==> config.mk <==
export PLATFORM = sky130hd
export DESIGN_NAME = fwd_hazard_ctrl
export DESIGN_NICKNAME = d
export VERILOG_FILES = /design/src/rtl/cpu_pkg.sv /design/src/rtl/fwd_sel_cmp.sv /design/src/rtl/fwd_hazard_ctrl.sv
export SDC_FILE = /design/constraint.sdc
export NUM_CORES = 1
export LEC_CHECK = 0
export ABC_AREA = 1
export CORE_MARGIN = 8
export CORE_UTILIZATION = 50
export DETAILED_ROUTE_END_ITERATION = 16
export PLACE_DENSITY = 0.77
export SYNTH_ARGS = -nofsm -noshare
export SYNTH_HDL_FRONTEND = slang
export SYNTH_SLANG_ARGS = --single-unit
export TNS_END_PERCENT = 1
==> constraint.sdc <==
create_clock -name clk_i -period 1.89 [get_ports clk_i]
set_input_delay 0.2835 -clock clk_i [delete_from_list [all_inputs] [get_ports clk_i]]
set_output_delay 0.2835 -clock clk_i [all_outputs]
set_load 0.02 [all_outputs]
==> src/rtl/cpu_pkg.sv <==
// cpu_pkg: definitions shared by the EX-stage forwarding/hazard control.
//   REG_AW  : register-index width
//   FWD_*   : encodings of the 3:1 ALU operand mux select
package cpu_pkg;

  localparam int REG_AW = 5;

  localparam logic [1:0] FWD_RF  = 2'b00;  // operand straight from the register file
  localparam logic [1:0] FWD_WB  = 2'b01;  // operand from the MEM/WB register
  localparam logic [1:0] FWD_MEM = 2'b10;  // operand from the EX/MEM register

endpackage

==> src/rtl/fwd_sel_cmp.sv <==
// fwd_sel_cmp: compare/priority logic for one ALU operand.
//   ex_v_i     : EX holds a real instruction
//   ex_src_i   : source register of this operand in EX
//   mem_*_i    : valid / regwrite / memread / rd of the MEM shadow stage
//   wb_*_i     : valid / regwrite / rd of the WB shadow stage
//   sel_o      : mux select (FWD_RF / FWD_WB / FWD_MEM)
module fwd_sel_cmp
  import cpu_pkg::*;
#(
  parameter int REG_AW = cpu_pkg::REG_AW
) (
  input  logic              ex_v_i,
  input  logic [REG_AW-1:0] ex_src_i,
  input  logic              mem_v_i,
  input  logic              mem_rw_i,
  input  logic              mem_mr_i,
  input  logic [REG_AW-1:0] mem_rd_i,
  input  logic              wb_v_i,
  input  logic              wb_rw_i,
  input  logic [REG_AW-1:0] wb_rd_i,
  output logic [1:0]        sel_o
);

  logic w_mem_hit;
  logic w_wb_hit;

  // A load sitting in MEM has no data yet, so it is excluded from the MEM hit.
  assign w_mem_hit = mem_v_i && mem_rw_i && !mem_mr_i &&
                     (mem_rd_i != '0) && (mem_rd_i == ex_src_i);
  assign w_wb_hit  = wb_v_i && wb_rw_i &&
                     (wb_rd_i != '0) && (wb_rd_i == ex_src_i);

  // MEM is the younger producer, so it wins over WB.
  always_comb begin
    sel_o = FWD_RF;
    if (ex_v_i) begin
      if (w_mem_hit) begin
        sel_o = FWD_MEM;
      end else if (w_wb_hit) begin
        sel_o = FWD_WB;
      end
    end
  end

endmodule

==> src/rtl/fwd_hazard_ctrl.sv <==
// fwd_hazard_ctrl: control side of the EX-stage operand forwarding muxes.
// Shadows the destination info of the EX, MEM and WB instructions, drives the
// operand A/B mux selects and raises a one-cycle stall on load-use hazards.
//   clk_i, rst_i                 : clock, synchronous active-high reset
//   id_valid_i                   : ID instruction is issuing this cycle
//   id_rs_i / id_rt_i / id_rd_i  : ID source A, source B, destination
//   id_regwrite_i, id_memread_i  : ID writes the register file / is a load
//   flush_i                      : kill the ID instruction
//   stall_o                      : load-use stall request
//   ex_valid_o                   : EX holds a real instruction
//   fwd_a_sel_o, fwd_b_sel_o     : operand mux selects
//   stall_cnt_o                  : saturating stall-cycle count
module fwd_hazard_ctrl
  import cpu_pkg::*;
#(
  parameter int REG_AW = cpu_pkg::REG_AW,
  parameter int CNT_W  = 16
) (
  input  logic              clk_i,
  input  logic              rst_i,
  input  logic              id_valid_i,
  input  logic [REG_AW-1:0] id_rs_i,
  input  logic [REG_AW-1:0] id_rt_i,
  input  logic [REG_AW-1:0] id_rd_i,
  input  logic              id_regwrite_i,
  input  logic              id_memread_i,
  input  logic              flush_i,
  output logic              stall_o,
  output logic              ex_valid_o,
  output logic [1:0]        fwd_a_sel_o,
  output logic [1:0]        fwd_b_sel_o,
  output logic [CNT_W-1:0]  stall_cnt_o
);

  function automatic logic [CNT_W-1:0] sat_inc(input logic [CNT_W-1:0] c);
    if (&c) begin
      return c;
    end
    return c + 1'b1;
  endfunction

  logic              r_ex_v;
  logic [REG_AW-1:0] r_ex_rs;
  logic [REG_AW-1:0] r_ex_rt;
  logic [REG_AW-1:0] r_ex_rd;
  logic              r_ex_rw;
  logic              r_ex_mr;
  logic              r_mem_v;
  logic [REG_AW-1:0] r_mem_rd;
  logic              r_mem_rw;
  logic              r_mem_mr;
  logic              r_wb_v;
  logic [REG_AW-1:0] r_wb_rd;
  logic              r_wb_rw;
  logic [CNT_W-1:0]  r_stall_cnt;

  logic w_stall;
  logic w_issue;

  // flush wins over stall: a flushed instruction never needs to wait.
  assign w_stall = id_valid_i && !flush_i && r_ex_v && r_ex_mr && (r_ex_rd != '0) &&
                   ((r_ex_rd == id_rs_i) || (r_ex_rd == id_rt_i));
  assign w_issue = id_valid_i && !flush_i && !w_stall;

  // ID -> EX -> MEM -> WB: valid bits and counter
  always_ff @(posedge clk_i) begin
    if (rst_i) begin
      r_ex_v      <= 1'b0;
      r_mem_v     <= 1'b0;
      r_wb_v      <= 1'b0;
      r_stall_cnt <= '0;
    end else begin
      r_ex_v  <= w_issue;
      r_mem_v <= r_ex_v;
      r_wb_v  <= r_mem_v;
      if (w_stall) begin
        r_stall_cnt <= sat_inc(r_stall_cnt);
      end
    end
  end

  // ID -> EX -> MEM -> WB: register indices and flags, qualified by the valid bits
  always_ff @(posedge clk_i) begin
    r_ex_rs  <= id_rs_i;
    r_ex_rt  <= id_rt_i;
    r_ex_rd  <= id_rd_i;
    r_ex_rw  <= id_regwrite_i;
    r_ex_mr  <= id_memread_i;
    r_mem_rd <= r_ex_rd;
    r_mem_rw <= r_ex_rw;
    r_mem_mr <= r_ex_mr;
    r_wb_rd  <= r_mem_rd;
    r_wb_rw  <= r_mem_rw;
  end

  fwd_sel_cmp #(.REG_AW(REG_AW)) u_sel_a (
    .ex_v_i   (r_ex_v),
    .ex_src_i (r_ex_rs),
    .mem_v_i  (r_mem_v),
    .mem_rw_i (r_mem_rw),
    .mem_mr_i (r_mem_mr),
    .mem_rd_i (r_mem_rd),
    .wb_v_i   (r_wb_v),
    .wb_rw_i  (r_wb_rw),
    .wb_rd_i  (r_wb_rd),
    .sel_o    (fwd_a_sel_o)
  );

  fwd_sel_cmp #(.REG_AW(REG_AW)) u_sel_b (
    .ex_v_i   (r_ex_v),
    .ex_src_i (r_ex_rt),
    .mem_v_i  (r_mem_v),
    .mem_rw_i (r_mem_rw),
    .mem_mr_i (r_mem_mr),
    .mem_rd_i (r_mem_rd),
    .wb_v_i   (r_wb_v),
    .wb_rw_i  (r_wb_rw),
    .wb_rd_i  (r_wb_rd),
    .sel_o    (fwd_b_sel_o)
  );

  assign stall_o     = w_stall;
  assign ex_valid_o  = r_ex_v;
  assign stall_cnt_o = r_stall_cnt;

endmodule

==> results.sh <==
export IMPL_rsz0062_at_grt="true"
export IMPL_clk_pin_slew_ns=0.09
export IMPL_postPlaceCellArea_sq_um=2970
export IMPL_maxCapViolCount=0
export IMPL_cts_sinks=49
export IMPL_p_per_area_nw_per_um2=635
export IMPL_fin_worst_skew_ns=0.00649
export IMPL_grt_pass1_wl_mm=9.20
export IMPL_status="completed"
export IMPL_synth_seq_cells=49
export IMPL_antenna_found_initial=0
export IMPL_drv_slew=0
export IMPL_rrSetupSlack_ns=0.24
export IMPL_synth_area_sq_um=2350
export IMPL_placedCellCount=426
export IMPL_fin_area_sq_um=3100
export IMPL_finalHoldViolCount=0
export IMPL_required_ns=1.61
export IMPL_cp_max_fo=3
export IMPL_irDropWorstVdd_v=0.000576
export IMPL_firstDrtPassIters=4
export IMPL_core_area_sq_um=4630
export IMPL_nFillCells=385
export IMPL_numPortBuffers=42
export IMPL_fin_cells=434
export IMPL_cp_data_arrival_time_ns=1.58
export IMPL_hpwl_mm=4.30
export IMPL_p_leak_nw=1.41
export IMPL_drtIter0Drc=76
export IMPL_fin_crit_ns=1.87
export IMPL_yosys_area_top_type_share_pct=41.8
export IMPL_final_seq_area_sq_um=992
export IMPL_syn2layout_area_growth_pct=32.0
export IMPL_grt_pass1_vias=2120
export IMPL_cts_tree="done"
export IMPL_async_flop_share_pct=0
export IMPL_cts_hold_buffers=0
export IMPL_synth_nets=335
export IMPL_vias=2154
export IMPL_drt_wl_total_mm=5.40
export IMPL_rows=25
export IMPL_diodes=0
export IMPL_grt_total_usage_pct=15.6
export IMPL_setup_viol=0
export IMPL_initial_core_util_pct=50.7
export IMPL_crit_path_start_kind="input pin"
export IMPL_path_class="input pin to output pin"
export IMPL_wire_per_inst_um=12.4
export IMPL_die_area_sq_um=7150
export IMPL_pin_count=43
export IMPL_tritoncts_num_buffers=5
export IMPL_vias_per_cell=4.96
export IMPL_synth_cell_types=33
export IMPL_mostFrequentLayoutCells="nand2_1, inv_1, dfxtp_1, nor2_1, clkdlybuf4s50_1"
export IMPL_multiInputGateArea_sq_um=1180
export IMPL_dieHeight_um=84.5
export IMPL_drive_above_1_share_pct=18.9
export IMPL_yosys_area_top_type="dfxtp_1"
export IMPL_synth_area_top_cells="dfxtp_1, nand2_1, inv_1"
export IMPL_end_kind="output pin"
export IMPL_setup_tns_final_ns=0
export IMPL_grt_max_degree=15
export IMPL_timing_final_crit_share_pct=98.8
export IMPL_routabilityCongestion=0.811
export IMPL_h_tree_depth=2
export IMPL_worst_pin_slew_ns=0.326
export IMPL_layout_commonest_cell="nand2_1"
export IMPL_yosysWarnings=0
export IMPL_insertion_delay_ns=0.31
export IMPL_syn_instance_count=313
export IMPL_die_x_um=84.5
export IMPL_hold_class="flop to flop"
export IMPL_cts_root_buffer="clkbuf_8"
export IMPL_syn_area_per_cell_sq_um=7.50
export IMPL_gr_total_overflow=0
export IMPL_max_freq_mhz=536
export IMPL_cts_buffer_depth=2
export IMPL_antenna_left=0
export IMPL_synth_edf_count=0
export IMPL_drc=0
export IMPL_yosysSeqAreaShare_pct=41.8
export IMPL_final_nets=401
export IMPL_ys_flop_type="dfxtp_1"
export IMPL_max_slew_margin_pct=78.2
-- cell families (layout without fill, tap and decap cells) --
group / after synthesis / in the layout / synth area share (%)
simple gates: 171 / 171 / 36.0
compound gates: 15 / 15 / 3.94
fa+ha+maj: 1 / 1 / 0.533
flops: 49 / 49 / 41.8
xor+xnor: 23 / 23 / 8.58
buf+inv: 54 / 121 / 9.22
-- state kept, by name, summed over array words and instances (netlist names), 5 cells and up --
register,cells
r_wb_rd,5
stall_cnt_o,16
r_ex_rd,5
r_mem_rd,5
r_ex_rs,5
r_ex_rt,5
-- worst max-delay path: stages --
cell and delay (ns):
clkdlybuf4s50_1 0.55, nand2_1 0.08, inv_1 0.06, nor2_1 0.03, nor2_1 0.08, nand3_1 0.13, a21oi_2 0.20, buf_4 0.17
-- cell type report --
cell class                 count  area share (%)
multi-input combinational    210            38.2
sequential                    49            32.0
timing repair buffer          64            18.4
inverter                      49            5.93
clock buffer                   7            3.11
tap                           54            2.18
clock inverter                 1           0.161
-- where the power goes --
part	total (mW)	internal (mW)	switching [mW]	leakage, nW
clock	0.678	0.331	0.346	0.0542
combinational	0.188	0.105	0.0831	0.950
sequential	1.10	1.07	0.0348	0.407
total	1.97	1.51	0.464	1.41
-- what timing repair did --
item / 4_1_cts / 5_1_grt
setup endpoints to repair: 5 / 5
pin swaps: 0 / 3
resized for setup: 25 / 13
setup buffers: 0 / 0
-- path summary, 6_finish.rpt --
path | depth (start not counted) | from | endpoint
max | 8 | id_rs_i[0] | stall_o
min | 0 | r_ex_rw | r_mem_rw
max reg2reg | 10 | r_ex_rd[3] | stall_cnt_o[6]
min reg2reg | 0 | r_ex_rw | r_mem_rw
-- cell usage after synthesis (2+ instances only) --
cell and instances:
nor2_1 37, nand4_2 2, buf_2 2, nor2_2 2, inv_1 44, a21oi_1 8, xor2_1 13, nand3_2 3
nand4_1 19, a21oi_2 4, xnor2_1 10, nor3_1 5, dfxtp_1 49, nand2_1 74, nor2_4 2, inv_2 5
nand2_2 2, or2_2 2, nand3b_1 2, nand3_1 15
-- metrics by stage --
stage	util, %	total power, mW	setup WS (ns)	hold slack (ns)
floorplan	-	1.21	0.320	0.310
CTS	66.7	1.97	-0.00665	0.342
global route	67.0	2.04	-0.0610	0.345
detailed placement	64.1	1.31	-0.424	0.315
finish	67.0	1.97	0.0232	0.340
global placement	64.1	1.30	-0.408	0.319
-- layer usage --
layer / up-vias / wire length [um] / GRT usage, %
met5: - / 0 / 0
li1: 1122 / - / -
met3: 8 / 292 / 5.85
met2: 47 / 2500 / 25.6
met4: 0 / 57 / 4.69
met1: 977 / 2550 / 18.5
Note: power is estimated with default switching activity, not from simulation.
